File: config.mk
export PLATFORM = sky130hd
export DESIGN_NAME = mem_access_unit
export DESIGN_NICKNAME = d
export VERILOG_FILES = /design/src/rtl/mem_access_unit_pkg.sv /design/src/rtl/mem_ext_unit.sv /design/src/rtl/mem_access_unit.sv
export SDC_FILE = /design/constraint.sdc
export NUM_CORES = 1
export LEC_CHECK = 0
export BUFFER_PORTS_ARGS = -buffer_cell sky130_fd_sc_hd__buf_2
export CORE_MARGIN = 5
export CORE_UTILIZATION = 50
export DETAILED_ROUTE_END_ITERATION = 6
export PLACE_DENSITY = 0.82
export SLEW_MARGIN = 20
export SYNTH_ARGS = -nofsm -noshare
export SYNTH_HDL_FRONTEND = slang
export SYNTH_HIERARCHICAL = 1
export SYNTH_SLANG_ARGS = --single-unit
File: constraint.sdc
create_clock -name clk -period 5.7 [get_ports clk]
set_input_delay 1.14 -clock clk [delete_from_list [all_inputs] [get_ports clk]]
set_output_delay 1.14 -clock clk [all_outputs]
set_load 0.01 [all_outputs]
File: src/rtl/mem_access_unit_pkg.sv
// Shared definitions for the M-stage memory access unit: opcodes, funct codes, FSM states.
package mem_access_unit_pkg;

    localparam logic [5:0] OpSpecial = 6'b000000;
    localparam logic [5:0] OpJal     = 6'b000011;
    localparam logic [5:0] OpLb      = 6'b100000;
    localparam logic [5:0] OpLh      = 6'b100001;
    localparam logic [5:0] OpLw      = 6'b100011;
    localparam logic [5:0] OpLbu     = 6'b100100;
    localparam logic [5:0] OpLhu     = 6'b100101;
    localparam logic [5:0] OpSb      = 6'b101000;
    localparam logic [5:0] OpSh      = 6'b101001;
    localparam logic [5:0] OpSw      = 6'b101011;

    localparam logic [5:0] FnJalr = 6'b001001;
    localparam logic [5:0] FnMfhi = 6'b010000;
    localparam logic [5:0] FnMflo = 6'b010010;

    typedef enum logic [1:0] {
        StIdle = 2'd0,
        StWait = 2'd1,
        StDone = 2'd2
    } state_e;

    function automatic logic is_load(logic [5:0] op);
        case (op)
            OpLb, OpLh, OpLw, OpLbu, OpLhu: return 1'b1;
            default:                        return 1'b0;
        endcase
    endfunction

    function automatic logic is_store(logic [5:0] op);
        case (op)
            OpSb, OpSh, OpSw: return 1'b1;
            default:          return 1'b0;
        endcase
    endfunction

    // R-type functs that write rd: shifts, jalr, mfhi/mflo and the ALU group.
    function automatic logic rtype_writes_rd(logic [5:0] funct);
        casez (funct)
            6'b000000, 6'b000010, 6'b000011,
            6'b000100, 6'b000110, 6'b000111: return 1'b1;
            FnJalr, FnMfhi, FnMflo:          return 1'b1;
            6'b100???, 6'b10101?:            return 1'b1;
            default:                         return 1'b0;
        endcase
    endfunction

endpackage

File: src/rtl/mem_ext_unit.sv
// Byte-enable and store-lane generation plus load sign/zero extension (little-endian lanes).
module mem_ext_unit
    import mem_access_unit_pkg::*;
(
    input  logic [5:0]  op_i,
    input  logic [1:0]  addr_lo_i,
    input  logic [31:0] wdata_i,
    input  logic [31:0] rdata_i,
    output logic [3:0]  be_o,
    output logic [31:0] wdata_o,
    output logic [31:0] rdata_o
);

    logic [7:0]  byte_sel;
    logic [15:0] half_sel;

    always_comb begin
        be_o    = 4'b1111;
        wdata_o = wdata_i;
        case (op_i)
            OpSh: begin
                be_o    = addr_lo_i[1] ? 4'b1100 : 4'b0011;
                wdata_o = {2{wdata_i[15:0]}};
            end
            OpSb: begin
                be_o    = 4'b0001 << addr_lo_i;
                wdata_o = {4{wdata_i[7:0]}};
            end
            default: ;
        endcase
    end

    always_comb begin
        case (addr_lo_i)
            2'd0:    byte_sel = rdata_i[7:0];
            2'd1:    byte_sel = rdata_i[15:8];
            2'd2:    byte_sel = rdata_i[23:16];
            default: byte_sel = rdata_i[31:24];
        endcase
        half_sel = addr_lo_i[1] ? rdata_i[31:16] : rdata_i[15:0];
    end

    always_comb begin
        case (op_i)
            OpLb:    rdata_o = {{24{byte_sel[7]}}, byte_sel};
            OpLbu:   rdata_o = {24'b0, byte_sel};
            OpLh:    rdata_o = {{16{half_sel[15]}}, half_sel};
            OpLhu:   rdata_o = {16'b0, half_sel};
            default: rdata_o = rdata_i;
        endcase
    end

endmodule

File: src/rtl/mem_access_unit.sv
// M-stage data-memory access unit: decode, fault check, req/ack FSM with timeout, load extension.
module mem_access_unit
    import mem_access_unit_pkg::*;
#(
    parameter int unsigned ADDR_W      = 32,
    parameter int unsigned DM_SIZE     = 12288,
    parameter int unsigned CHECK_ALIGN = 1,
    parameter int unsigned TIMEOUT     = 16
) (
    input  logic              clk,
    input  logic              reset,
    input  logic              valid_m,
    input  logic              flush_m,
    input  logic [31:0]       instr_m,
    input  logic [31:0]       addr_m,
    input  logic [31:0]       wdata_m,
    output logic              mem_req,
    output logic              mem_we,
    output logic [3:0]        mem_be,
    output logic [ADDR_W-1:0] mem_addr,
    output logic [31:0]       mem_wdata,
    input  logic              mem_ack,
    input  logic [31:0]       mem_rdata,
    output logic              stall_m,
    output logic [31:0]       load_data,
    output logic              load_valid,
    output logic              exc_adel,
    output logic              exc_ades,
    output logic              bus_err,
    output logic [4:0]        rf_dst_m,
    output logic [1:0]        tnew_m
);

    localparam int unsigned     CntW   = (TIMEOUT > 2) ? $clog2(TIMEOUT) : 1;
    localparam logic [CntW-1:0] CntMax = CntW'((TIMEOUT == 0) ? 0 : TIMEOUT - 1);

    state_e            state_q, state_d;
    logic [CntW-1:0]   cnt_q, cnt_d;
    logic [5:0]        op_q, op_d;
    logic [1:0]        alo_q, alo_d;
    logic              mem_req_q, mem_req_d, mem_we_q, mem_we_d;
    logic [3:0]        mem_be_q, mem_be_d;
    logic [ADDR_W-1:0] mem_addr_q, mem_addr_d;
    logic [31:0]       mem_wdata_q, mem_wdata_d, load_data_q, load_data_d;
    logic              load_valid_q, load_valid_d;
    logic              exc_adel_q, exc_adel_d, exc_ades_q, exc_ades_d;
    logic              bus_err_q, bus_err_d;

    logic [5:0]  op, ext_op;
    logic [1:0]  ext_alo;
    logic        op_ld, op_st, fault;
    logic [3:0]  ext_be;
    logic [31:0] ext_wdata, ext_rdata;
    logic        unused_bits;

    assign op          = instr_m[31:26];
    assign op_ld       = is_load(op);
    assign op_st       = is_store(op);
    assign unused_bits = ^{instr_m[25:21], instr_m[10:6]};

    always_comb begin
        fault = 1'b0;
        if (CHECK_ALIGN != 0) begin
            case (op)
                OpLw, OpSw:        fault = (addr_m[1:0] != 2'b00);
                OpLh, OpLhu, OpSh: fault = addr_m[0];
                default:           fault = 1'b0;
            endcase
            if (addr_m >= 32'(DM_SIZE)) fault = 1'b1;
        end
    end

    // In IDLE the live instruction drives the lanes; afterwards the latched op/offset do.
    assign ext_op  = (state_q == StIdle) ? op : op_q;
    assign ext_alo = (state_q == StIdle) ? addr_m[1:0] : alo_q;

    mem_ext_unit u_ext (
        .op_i      (ext_op),
        .addr_lo_i (ext_alo),
        .wdata_i   (wdata_m),
        .rdata_i   (mem_rdata),
        .be_o      (ext_be),
        .wdata_o   (ext_wdata),
        .rdata_o   (ext_rdata)
    );

    always_comb begin
        state_d      = state_q;
        cnt_d        = cnt_q;
        op_d         = op_q;
        alo_d        = alo_q;
        mem_req_d    = mem_req_q;
        mem_we_d     = mem_we_q;
        mem_be_d     = mem_be_q;
        mem_addr_d   = mem_addr_q;
        mem_wdata_d  = mem_wdata_q;
        load_data_d  = load_data_q;
        load_valid_d = 1'b0;
        exc_adel_d   = 1'b0;
        exc_ades_d   = 1'b0;
        bus_err_d    = 1'b0;
        stall_m      = 1'b0;
        case (state_q)
            StIdle: begin
                if (valid_m && (op_ld || op_st) && !flush_m) begin
                    if (fault) begin
                        exc_adel_d = op_ld;
                        exc_ades_d = op_st;
                    end else begin
                        stall_m     = 1'b1;
                        state_d     = StWait;
                        cnt_d       = '0;
                        op_d        = op;
                        alo_d       = addr_m[1:0];
                        mem_req_d   = 1'b1;
                        mem_we_d    = op_st;
                        mem_be_d    = ext_be;
                        mem_addr_d  = {addr_m[ADDR_W-1:2], 2'b00};
                        mem_wdata_d = ext_wdata;
                    end
                end
            end
            StWait: begin
                if (flush_m) begin
                    mem_req_d = 1'b0;
                    state_d   = StIdle;
                end else begin
                    stall_m = 1'b1;
                    if (mem_ack) begin
                        mem_req_d = 1'b0;
                        state_d   = StDone;
                        if (is_load(op_q)) begin
                            load_data_d  = ext_rdata;
                            load_valid_d = 1'b1;
                        end
                    end else if ((TIMEOUT != 0) && (cnt_q == CntMax)) begin
                        mem_req_d = 1'b0;
                        bus_err_d = 1'b1;
                        state_d   = StIdle;
                    end else begin
                        cnt_d = cnt_q + CntW'(1);
                    end
                end
            end
            StDone:  state_d = StIdle;
            default: state_d = StIdle;
        endcase
    end

    always_ff @(posedge clk) begin
        if (reset) begin
            state_q      <= StIdle;
            cnt_q        <= '0;
            op_q         <= '0;
            alo_q        <= '0;
            mem_req_q    <= 1'b0;
            mem_we_q     <= 1'b0;
            mem_be_q     <= '0;
            mem_addr_q   <= '0;
            mem_wdata_q  <= '0;
            load_data_q  <= '0;
            load_valid_q <= 1'b0;
            exc_adel_q   <= 1'b0;
            exc_ades_q   <= 1'b0;
            bus_err_q    <= 1'b0;
        end else begin
            state_q      <= state_d;
            cnt_q        <= cnt_d;
            op_q         <= op_d;
            alo_q        <= alo_d;
            mem_req_q    <= mem_req_d;
            mem_we_q     <= mem_we_d;
            mem_be_q     <= mem_be_d;
            mem_addr_q   <= mem_addr_d;
            mem_wdata_q  <= mem_wdata_d;
            load_data_q  <= load_data_d;
            load_valid_q <= load_valid_d;
            exc_adel_q   <= exc_adel_d;
            exc_ades_q   <= exc_ades_d;
            bus_err_q    <= bus_err_d;
        end
    end

    always_comb begin
        rf_dst_m = 5'd0;
        tnew_m   = 2'd0;
        if (valid_m) begin
            case (op)
                OpSpecial: if (rtype_writes_rd(instr_m[5:0])) rf_dst_m = instr_m[15:11];
                OpJal:     rf_dst_m = 5'd31;
                default: begin
                    if (op[5:3] == 3'b001 || op_ld) rf_dst_m = instr_m[20:16];
                end
            endcase
            if (op_ld) tnew_m = 2'd1;
        end
    end

    assign mem_req    = mem_req_q;
    assign mem_we     = mem_we_q;
    assign mem_be     = mem_be_q;
    assign mem_addr   = mem_addr_q;
    assign mem_wdata  = mem_wdata_q;
    assign load_data  = load_data_q;
    // A flush during DONE suppresses the result the pipeline would otherwise consume.
    assign load_valid = load_valid_q & ~flush_m;
    assign exc_adel   = exc_adel_q;
    assign exc_ades   = exc_ades_q;
    assign bus_err    = bus_err_q;

endmodule

==> metrics.txt, run 1 <==
status completed; FMAX 0.2600 GHz; syn_area_per_cell 8.226 um^2; routed len/inst 17.46 um; overall routing resource usage 25.75%; Required @ worst endpoint 4.56 ns; CP endpoint rf_dst_m[2]; Area growth, synth to finish 27.60%; CP Capture Type output pin; crit-path max FO 8; Residual DRC 0; YS warnings 6; Vert. Die Dim 120.2 um; GRT overflow 0; 1st-iter DRT viols 486; setup TNS 0 ns; Antenna diodes 0; hold buffers post-CTS 0; sequential share of power 38.9%; peak supply drop 175.5 uV; distinct cell type count after synthesis 55; RSZ-0062 raised after global routing false; fillcell total 1034; max-cap violations 0; Slew headroom 28.69%; crit path from instr_m[29]; clk_lat worst skew 0.41 ns; Synth Instances 738; DPL Wire Length 13010 um; EDFF count, synth 0; Final GP Congestion 0.9115; vias per cell 5.805; FP Rows 40; dpl cell area 0.007122 mm^2; Tmin final 3.845 ns; worst slew pin tran 1.070 ns; number of CTS-inserted buffers 17; register bit total from synthesis 118; first drt pass iteration count 5; Comb power frac 8.4%; Hold Crit Depth 2; Final Core Density 64.76%; NetSw 465.3 uW; Total Routed Length 18960 um; post-route ant nets 0; pre-CTS WS 1.845 ns; clock share of power 52.7%; cell internal pwr 1656 uW; share of cells above drive strength 1 34.93%; PwrDens 273.9 mW/mm^2; Slew Limit Fails 0; CTS Sinks 118; startpoint types primary input; vias in the first global route 5986; clk_skew 0.007917 ns; CTS Buffer Depth 2; Final Cell Area 0.007746 mm^2; htree depth 4; core footprint 0.01196 mm^2; number of cells on the worst reg-to-reg path 7; final count of hold timing violations 0; initial cell density of the core 50.75%; Die W 120.2 um; CP Data Arrival Time 2.71 ns; clk slew on worst S/H paths 0.05 ns; ys flop type dfxtp_1; CTS tree done; I/O Pins 247; first-pass GRT wire length 29880 um; post-CTS setup buffers 0; reg2reg start state_q[1]; RR Endpoint load_data[9]; Setup Viol. Count Final 0; Switching Share 21.93%; ys async rst share 0%; period utilization 67.46%; register-to-register setup slack 2.25 ns; antenna violations before repair 0; largest net degree at the start of global routing 90; Post-layout nets 1061; static leakage 0.003381 uW; DIE AREA 0.01445 mm^2; CTS resizes 0; vias 6304; port bufs 233; Syn Std Cell Area 0.006071 mm^2; Root Buffer Master clkbuf_16; Tightest Hold Check Type reg2reg; sequential share of the synthesized area 38.91%; slack of the critical path 1.855 ns; total power 2122 uW; crit path kind in2out
## logic make-up (layout without fill, tap and decap cells)
group                    after synthesis  in the layout  synth area share (%)
AND/OR/NAND/NOR                      272            272                 22.26
AO/OA/AOI/OAI                        211            211                 20.09
other                                  1              3               0.06177
adder cells (fa/ha/maj)                1              1                0.2061
buffers and inverters                 80            279                 7.131
multiplexers                          55             55                 11.34
flip-flops                           118            118                 38.91
## cell usage in the layout, fill, tap and decap left out, types with 5 or more instances in the layout
cell type,instances
buf_2,232
dfxtp_1,118
a21oi_1,107
nand2_1,106
nand3_1,78
o21ai_0,55
mux2_2,30
and2_1,21
mux2i_1,17
clkbuf_16,17
nor2_1,15
o21ai_1,10
buf_4,10
a211oi_1,8
and3_1,8
mux4_2,8
nor4_1,7
nand2b_1,7
a221o_1,7
nor2b_1,6
inv_1,5
## power by group through the flow
stage,registers [uW],logic [uW],clock network (uW)
floorplan,843,103,0
global placement,843,172,0
detailed placement,843,173,0
CTS,825,175,1130
global route,825,193,1180
finish,826,179,1120
## metrics by stage
step           hold WS (ns)  std cells
2_1_floorplan        0.4471        740
6_report             0.4502       1086
5_1_grt              0.4642       1086
3_3_place_gp         0.4362       1055
4_1_cts              0.4505       1086
3_5_place_dp         0.4381       1055
## cell type report
| cell class | count | area, um^2 | share of cell area [%] |
|---|---|---|---|
| Timing Repair Buffer | 242 | 1236 | 15.96 |
| Clock inverter | 8 | 147.6 | 1.906 |
| Tap cell | 147 | 183.9 | 2.374 |
| Clock buffer | 23 | 467.9 | 6.041 |
| Inverter | 6 | 22.52 | 0.2907 |
| Multi-Input combinational cell | 542 | 3326 | 42.93 |
| Sequential cell | 118 | 2362 | 30.50 |
## worst min path at each step
stage,start,end,slack [ns]
final,load_data[8],load_data[8],0.45
after global routing,load_data[8],load_data[8],0.46
after CTS,load_data[8],load_data[8],0.45
after detailed placement,mem_addr[24],mem_addr[24],0.44
after global placement,mem_addr[21],mem_addr[21],0.44
after floorplan,alo_q[0],alo_q[0],0.45
## per-layer routing
| metal | up-vias | GRT usage, % | share of wire [%] |
|---|---|---|---|
| li1 | 3003 | - | - |
| met4 | 0 | 10.59 | 2.7 |
| met1 | 2948 | 32.30 | 41 |
| met5 | - | 0 | 0 |
| met3 | 43 | 9.121 | 10 |
| met2 | 310 | 40.32 | 46 |
## synthesized netlist by cell type, drive strengths merged, types with 4 or more instances
cell	n	area share [%]
buf	45	4.9
o21ai	67	5.6
nand2	107	6.7
a211oi	9	1.2
clkbuf	29	1.8
and2	21	2.2
o311ai	7	1.5
mux2i	17	2.8
nand2b	7	0.72
mux4	8	3.0
and3	8	0.82
a21oi	107	8.8
mux2	30	5.6
inv	6	0.37
dfxtp	118	39
nor2b	6	0.62
nor4b	4	0.68
nor2	17	1.2
nor4	7	0.72
a221o	7	1.2
a31oi	4	0.41
nand3	79	6.6
## sequential cells by signal (all words and copies together) (netlist names)
register and count:
mem_addr 30, load_valid_q 1, cnt_q 4, bus_err 1
mem_we 1, mem_req 1, load_data 32, mem_be 4
state_q 2, mem_wdata 32, exc_ades 1, exc_adel 1
op_q 6, alo_q 2
## critical path, stage by stage
cell and delay (ns):
buf_2 0.15, nor4_1 0.34, nand2_1 0.22, o31ai_1 0.55
a211oi_1 0.13, buf_2 0.18
No activity file was read; power rests on OpenSTA's default activity.
==> run 2, diff against run 1 <==
--- a/config.mk
+++ b/config.mk
@@ -5,11 +5,12 @@
 export SDC_FILE = /design/constraint.sdc
 export NUM_CORES = 1
 export LEC_CHECK = 0
+export ABC_AREA = 1
 export BUFFER_PORTS_ARGS = -buffer_cell sky130_fd_sc_hd__buf_2
 export CORE_MARGIN = 5
-export CORE_UTILIZATION = 50
+export CORE_UTILIZATION = 44
 export DETAILED_ROUTE_END_ITERATION = 6
-export PLACE_DENSITY = 0.82
+export PLACE_DENSITY = 0.77
 export SLEW_MARGIN = 20
 export SYNTH_ARGS = -nofsm -noshare
 export SYNTH_HDL_FRONTEND = slang
==> constraint.sdc (replaced) <==
create_clock -name clk -period 3.1 [get_ports clk]
set_input_delay 0.62 -clock clk [delete_from_list [all_inputs] [get_ports clk]]
set_output_delay 0.62 -clock clk [all_outputs]
set_load 0.01 [all_outputs]
==> metrics.txt, run 2 <==
max incr delay on CP 0.35 ns (was 0.55 ns); Placed Instances 1315 (was 1055); crit-path max FO 24 (was 8); Tmin final 2.723 ns; Final GP Congestion 0.8812 (was 0.9115); Synth area leaders dfxtp_1 39%, nand2_1 13%, nor2_1 11%, nand3_1 8.5%, o21ai_0 6.0% (was dfxtp_1 39%, a21oi_1 8.8%, nand2_1 6.6%, nand3_1 6.4%, mux2_2 5.6%); crit path kind reg2reg (was in2out); fillcell total 1372 (was 1034); top post-synthesis cells by count 206 x nand2_1, 184 x nor2_1, 118 x dfxtp_1, 104 x nand3_1, 86 x inv_1 (was 118 x dfxtp_1, 107 x a21oi_1, 106 x nand2_1, 78 x nand3_1, 56 x o21ai_0); worst slew pin tran 0.6881 ns (was 1.070 ns); Slew headroom 54.06% (was 28.69%); clk slew on worst S/H paths 0.06 ns (was 0.05 ns); setup TNS 0 ns (unchanged); FMAX 0.3672 GHz; multi-input logic area 0.003004 mm^2 (was 0.003326 mm^2); CP Capture Type flip-flop (was output pin); EDFF count, synth 0 (unchanged); clk_skew 0.006645 ns (was 0.007917 ns); Storage cell area 0.002362 mm^2 (unchanged); vias 6722 (was 6304); crit-path leading delay family simple AND/OR/NAND/NOR gates (was compound AO/OA/AOI/OAI gates); status completed (unchanged); GRT overflow 0 (unchanged); Syn Std Cell Area 0.006091 mm^2 (was 0.006071 mm^2); number of CTS-inserted buffers 17 (unchanged); RSZ-0062 raised after global routing false (unchanged); vias in the first global route 5968 (was 5986); vias per cell 4.979 (was 5.805); Root Buffer Master clkbuf_16 (unchanged); max-cap violations 0 (unchanged); initial cell density of the core 44.40% (was 50.75%); commonest non-fill, non-tap cell in the layout buf_2 (unchanged); DPL Wire Length 13480 um (was 13010 um); PwrDens 474.8 mW/mm^2 (was 273.9 mW/mm^2); clk_lat worst skew 0.41 ns (about the same); CTS tree done (unchanged); worst hold margin 0.4095 ns (was 0.4502 ns); CP Data Arrival Time 3.07 ns (was 2.71 ns); most frequent cell after synthesis nand2_1 (was dfxtp_1); CTS Sinks 118 (unchanged); Critical Path, Cell by Cell nor2_2 > inv_1 > nand2_1 > nand2_1 > nor2_4 > nand2_1 > nand3_1 > nand3_4 > nand3_1 > o21ai_0 > a21oi_1 (was buf_2 > nor4_1 > nand2_1 > o31ai_1 > a211oi_1 > buf_2); hold buffers post-CTS 0 (unchanged); startpoint types flip-flop (was primary input); 1st-iter DRT viols 678 (was 486); Vert. Die Dim 127.7 um (was 120.2 um); Buf/Inv on CP 1 (was 2); FP Rows 43 (was 40); Slew Limit Fails 0 (unchanged); YS warnings 6 (unchanged); overall routing resource usage 22.12% (was 25.75%); register bit total from synthesis 118 (unchanged); Critical Path Slowest Stage Cell nor2_4 (was o31ai_1); syn_area_per_cell 6.418 um^2 (was 8.226 um^2); period utilization 87.85%; CTS Buffer Depth 2 (unchanged); Post-layout nets 1288 (was 1061); routed len/inst 13.92 um (was 17.46 um); Die W 127.7 um (was 120.2 um); Residual DRC 0 (unchanged); distinct cell type count after synthesis 33 (was 55); antenna violations before repair 2 (was 0); Synth area leader dfxtp_1 (unchanged); share of cells above drive strength 1 25.62% (was 34.93%); crit-path most repeated cell nand2_1 (was buf_2); I/O Pins 247 (unchanged); ys flop type dfxtp_1 (unchanged); most frequent cells in the layout 233 x buf_2, 206 x nand2_1, 184 x nor2_1, 118 x dfxtp_1, 104 x nand3_1 (was 232 x buf_2, 118 x dfxtp_1, 107 x a21oi_1, 106 x nand2_1, 78 x nand3_1); sequential share of the synthesized area 38.78% (was 38.91%); ys async rst share 0% (unchanged); post-layout instance count excluding filler cells 1350 (was 1086); port bufs 233 (unchanged); Total Routed Length 18790 um (was 18960 um); core footprint 0.01372 mm^2 (was 0.01196 mm^2); Synth top area share 38.78% (was 38.91%); Synth Instances 949 (was 738); Tightest Hold Check Type in2reg (was reg2reg); peak supply drop 347.9 uV (was 175.5 uV); static leakage 0.004043 uW (was 0.003381 uW); post-route ant nets 0 (unchanged); Required @ worst endpoint 3.44 ns (was 4.56 ns); DIE AREA 0.01630 mm^2 (was 0.01445 mm^2); largest net degree at the start of global routing 65 (was 90); Area growth, synth to finish 28.00% (was 27.60%); first drt pass iteration count 5 (unchanged); final count of hold timing violations 0 (unchanged); first-pass GRT wire length 29090 um (was 29880 um); Setup Viol. Count Final 0 (unchanged); htree depth 4 (unchanged)
-- run 2: changes by cell type in the layout (fill, tap and decap cells not counted), sizes merged, moves of 8 or more --
cell / previous run / this run
o21ai: 67 / 108
and3: 8 / 0
nand3: 79 / 106
mux4: 8 / 0
a21oi: 107 / 46
a211oi: 9 / 0
and2: 21 / 0
inv: 6 / 92
mux2: 30 / 0
nor2: 17 / 192
nand2: 107 / 209
mux2i: 17 / 0
-- run 2: cells by family after synthesis --
family	synth area share [%]
AND/OR/NAND/NOR	35.58
AO/OA/AOI/OAI	13.09
buffers and inverters	12.14
flip-flops	38.78
XOR/XNOR	0.1438
adder cells (fa/ha/maj)	0.2054
other	0.06157
-- run 2: per-stage QoR --
stage	util [%]	cell area, um^2	power (uW)	worst slack [ns]
global route	56.81	7794	3850	0.1088
detailed placement	52.63	7221	1879	0.3089
global placement	52.63	7221	1877	0.3258
floorplan	-	6098	1743	0.8338
finish	56.83	7796	3701	0.3767
CTS	56.72	7781	3730	0.2582
-- run 2: what timing repair did --
action                                  in CTS  in global routing
gates resized for setup                      0                  2
setup buffers                                0                  0
endpoints found under the setup margin       0                  4
-- run 2: power by group --
group	internal (uW)	switching, uW	total, uW
sequential	1520	0.00562	1520
clock	1140	710	1850
combinational	133	203	336
total	2790	913	3700
-- run 2: worst paths after layout --
| path | startpoint | endpoint | slack, ns | depth (start not counted) |
|---|---|---|---|---|
| min reg2reg | load_data[0] | load_data[0] | 0.44 | 2 |
| max reg2reg | state_q[0] | load_data[27] | 0.38 | 11 |
| max | state_q[0] | load_data[27] | 0.38 | 11 |
| min | mem_ack | bus_err | 0.41 | 2 |
-- run 2: metal layers --
metal | vias up | wire [um] | GRT usage, %
li1 | 3415 | - | -
met1 | 2911 | 7556 | 27.67
met2 | 337 | 8570 | 34.62
met3 | 59 | 1877 | 6.500
met4 | 0 | 783 | 11.42
met5 | - | 0 | 0
-- run 2: cell type report --
class	instances	share of cell area [%]
timing repair buffer	244	16.50
antenna	3	0.09629
multi-input combinational	680	38.53
sequential	118	30.30
clock inverter	12	1.332
inverter	93	4.494
clock buffer	20	5.858
tap	180	2.889
==> run 3, diff against run 2 <==
--- a/config.mk
+++ b/config.mk
@@ -7,12 +7,15 @@
 export LEC_CHECK = 0
 export ABC_AREA = 1
 export BUFFER_PORTS_ARGS = -buffer_cell sky130_fd_sc_hd__buf_2
+export CELL_PAD_IN_SITES_DETAIL_PLACEMENT = 1
+export CELL_PAD_IN_SITES_GLOBAL_PLACEMENT = 1
 export CORE_MARGIN = 5
-export CORE_UTILIZATION = 44
+export CORE_UTILIZATION = 29
 export DETAILED_ROUTE_END_ITERATION = 6
-export PLACE_DENSITY = 0.77
+export PLACE_DENSITY_LB_ADDON = 0.1
 export SLEW_MARGIN = 20
 export SYNTH_ARGS = -nofsm -noshare
 export SYNTH_HDL_FRONTEND = slang
 export SYNTH_HIERARCHICAL = 1
 export SYNTH_SLANG_ARGS = --single-unit
+export TNS_END_PERCENT = 20
==> metrics.txt, run 3 (synthesis results as in run 2) <==
Slew Limit Fails 0 (unchanged); Setup Viol. Count Final 0 (unchanged); Post-layout nets 1298 (was 1288); CTS resizes 0 (unchanged); CTS Sinks 118 (unchanged); CP Data Arrival Time 3.04 ns (was 3.07 ns); overall routing resource usage 18.23% (was 22.12%); Buf/Inv on CP 3 (was 1); status completed (unchanged); PwrDens 477.8 mW/mm^2 (was 474.8 mW/mm^2); htree depth 4 (unchanged); hold endpoint bus_err (unchanged); clk slew on worst S/H paths 0.06 ns (about the same); Slew headroom 56.75% (was 54.06%); GRT overflow 0 (unchanged); post-layout instance count excluding filler cells 1452 (was 1350); DIE AREA 0.02400 mm^2 (was 0.01630 mm^2); Die W 154.9 um (was 127.7 um); cell internal pwr 2778 uW (was 2788 uW); Switching Share 27.10% (was 24.68%); Tightest Hold Check Type in2reg (unchanged); DPL Wire Length 16750 um (was 13480 um); CP Capture Type flip-flop (unchanged); startpoint types flip-flop (unchanged); Root Buffer Master clkbuf_16 (unchanged); largest net degree at the start of global routing 67 (was 65); Required @ worst endpoint 3.45 ns (was 3.44 ns); Critical Path, Cell by Cell nor2_2 > inv_1 > nand2_1 > nand2_1 > nand2_1 > inv_1 > nand2_1 > nand3_2 > buf_4 > nand3_1 > o21ai_0 > a21oi_1 (was nor2_2 > inv_1 > nand2_1 > nand2_1 > nor2_4 > nand2_1 > nand3_1 > nand3_4 > nand3_1 > o21ai_0 > a21oi_1); Critical Path Slowest Stage Cell dfxtp_1 (was nor2_4); commonest non-fill, non-tap cell in the layout buf_2 (unchanged); CTS tree done (unchanged); clk_lat worst skew 0.42 ns (was 0.41 ns); vias per cell 4.607 (was 4.979); Final Core Density 38.30% (was 56.83%); sequential share of power 39.8% (was 41.0%); crit-path most repeated cell nand2_1 (unchanged); Vert. Die Dim 154.9 um (was 127.7 um); final count of hold timing violations 0 (unchanged); FMAX 0.3715 GHz (was 0.3672 GHz); number of CTS-inserted buffers 17 (unchanged); peak supply drop 318.2 uV (was 347.9 uV); share of cells above drive strength 1 26.25% (was 25.62%); 1st-iter DRT viols 196 (was 678); worst slew pin tran 0.6487 ns (was 0.6881 ns); worst hold start mem_ack (unchanged); vias in the first global route 6688 (was 5968); Final GP Congestion 0.7851 (was 0.8812); crit-path leading delay family simple AND/OR/NAND/NOR gates (unchanged); post-CTS setup buffers 0 (unchanged); clk_skew 0.006199 ns (was 0.006645 ns); first-pass GRT wire length 35270 um (was 29090 um); Total Routed Length 22310 um (was 18790 um); port bufs 233 (unchanged); routed len/inst 15.36 um (was 13.92 um); RR Endpoint load_data[25] (was load_data[27]); NetSw 1032 uW (was 913.5 uW); crit path kind reg2reg (unchanged); clock share of power 51.1% (was 49.9%); initial cell density of the core 29.25% (was 44.40%); Area growth, synth to finish 30.94% (was 28.00%); Tmin final 2.692 ns (was 2.723 ns); first drt pass iteration count 5 (unchanged); core footprint 0.02082 mm^2 (was 0.01372 mm^2); setup TNS 0 ns (unchanged); register-to-register setup slack 0.41 ns (was 0.38 ns); most frequent cells in the layout 233 x buf_2, 206 x nand2_1, 184 x nor2_1, 118 x dfxtp_1, 104 x nand3_1 (unchanged); number of cells on the worst reg-to-reg path 12 (was 11); Comb power frac 9.2% (was 9.1%); reg2reg start state_q[0] (unchanged); period utilization 86.83% (was 87.85%); hold buffers post-CTS 0 (unchanged); static leakage 0.004103 uW (was 0.004043 uW); FP Rows 53 (was 43); Antenna diodes 0 (was 3); CTS Buffer Depth 2 (unchanged); RSZ-0062 raised after global routing false (unchanged); Hold Crit Depth 2 (unchanged); Residual DRC 0 (unchanged); antenna violations before repair 1 (was 2); max-cap violations 0 (unchanged); crit-path max FO 15 (was 24); post-route ant nets 0 (unchanged); Placed Instances 1420 (was 1315); max incr delay on CP 0.34 ns (was 0.35 ns); vias 6690 (was 6722); I/O Pins 247 (unchanged)
run 3: cell types whose count changed in the layout (fill, tap and decap cells not counted), sizes merged:
cell,change
inv,+5
buf,+10
clkbuf,-2
clkinv,+2
clkinvlp,-5
diode,-3
run 3: layout make-up:
class	instances	area, um^2
sequential	118	2362
fill	2820	12850
inverter	93	350.3
multi-input combinational	680	2997
tap	275	344.1
clock buffer	18	429.2
clock inverter	14	143.9
timing repair buffer	254	1349
run 3: worst max-delay path by stage:
stage                     slack (ns)             to        from  cells past startpoint
after detailed placement        0.40  load_data[20]  state_q[0]                     12
after global routing            0.06  load_data[25]  state_q[0]                     12
after floorplan                 0.83   mem_wdata[8]  state_q[0]                     12
after global placement          0.46  load_data[22]  state_q[0]                     12
final                           0.41  load_data[25]  state_q[0]                     12
after CTS                       0.38  load_data[20]  state_q[0]                     12
run 3: routing by layer:
metal | share of wire [%] | GRT usage (%) | wire [um] | vias to the layer above
met2 | 47 | 30.15 | 10470 | 164
met3 | 6.5 | 4.951 | 1439 | 21
met5 | 0.058 | 0 | 13 | -
li1 | - | - | - | 3431
met4 | 1.3 | 4.668 | 284 | 2
met1 | 45 | 23.59 | 10100 | 3072
run 3: stage by stage:
stage               power (uW)  hold slack [ns]  cell area [um^2]  setup WS [ns]
CTS                       3877           0.3896              7975         0.3781
global route              3985           0.4009              7975        0.05779
global placement          1898           0.4344              7402         0.4558
finish                    3810           0.4079              7975         0.4083
floorplan                 1743           0.4450              6098         0.8338
detailed placement        1901           0.4344              7402         0.4023
run 3: power groups by stage:
stage	Combinational [uW]	Clock [uW]	Sequential [uW]
2_1_floorplan	194	0	1550
3_3_place_gp	348	0	1550
3_5_place_dp	351	0	1550
4_1_cts	353	2010	1520
5_1_grt	395	2070	1520
6_report	349	1950	1520
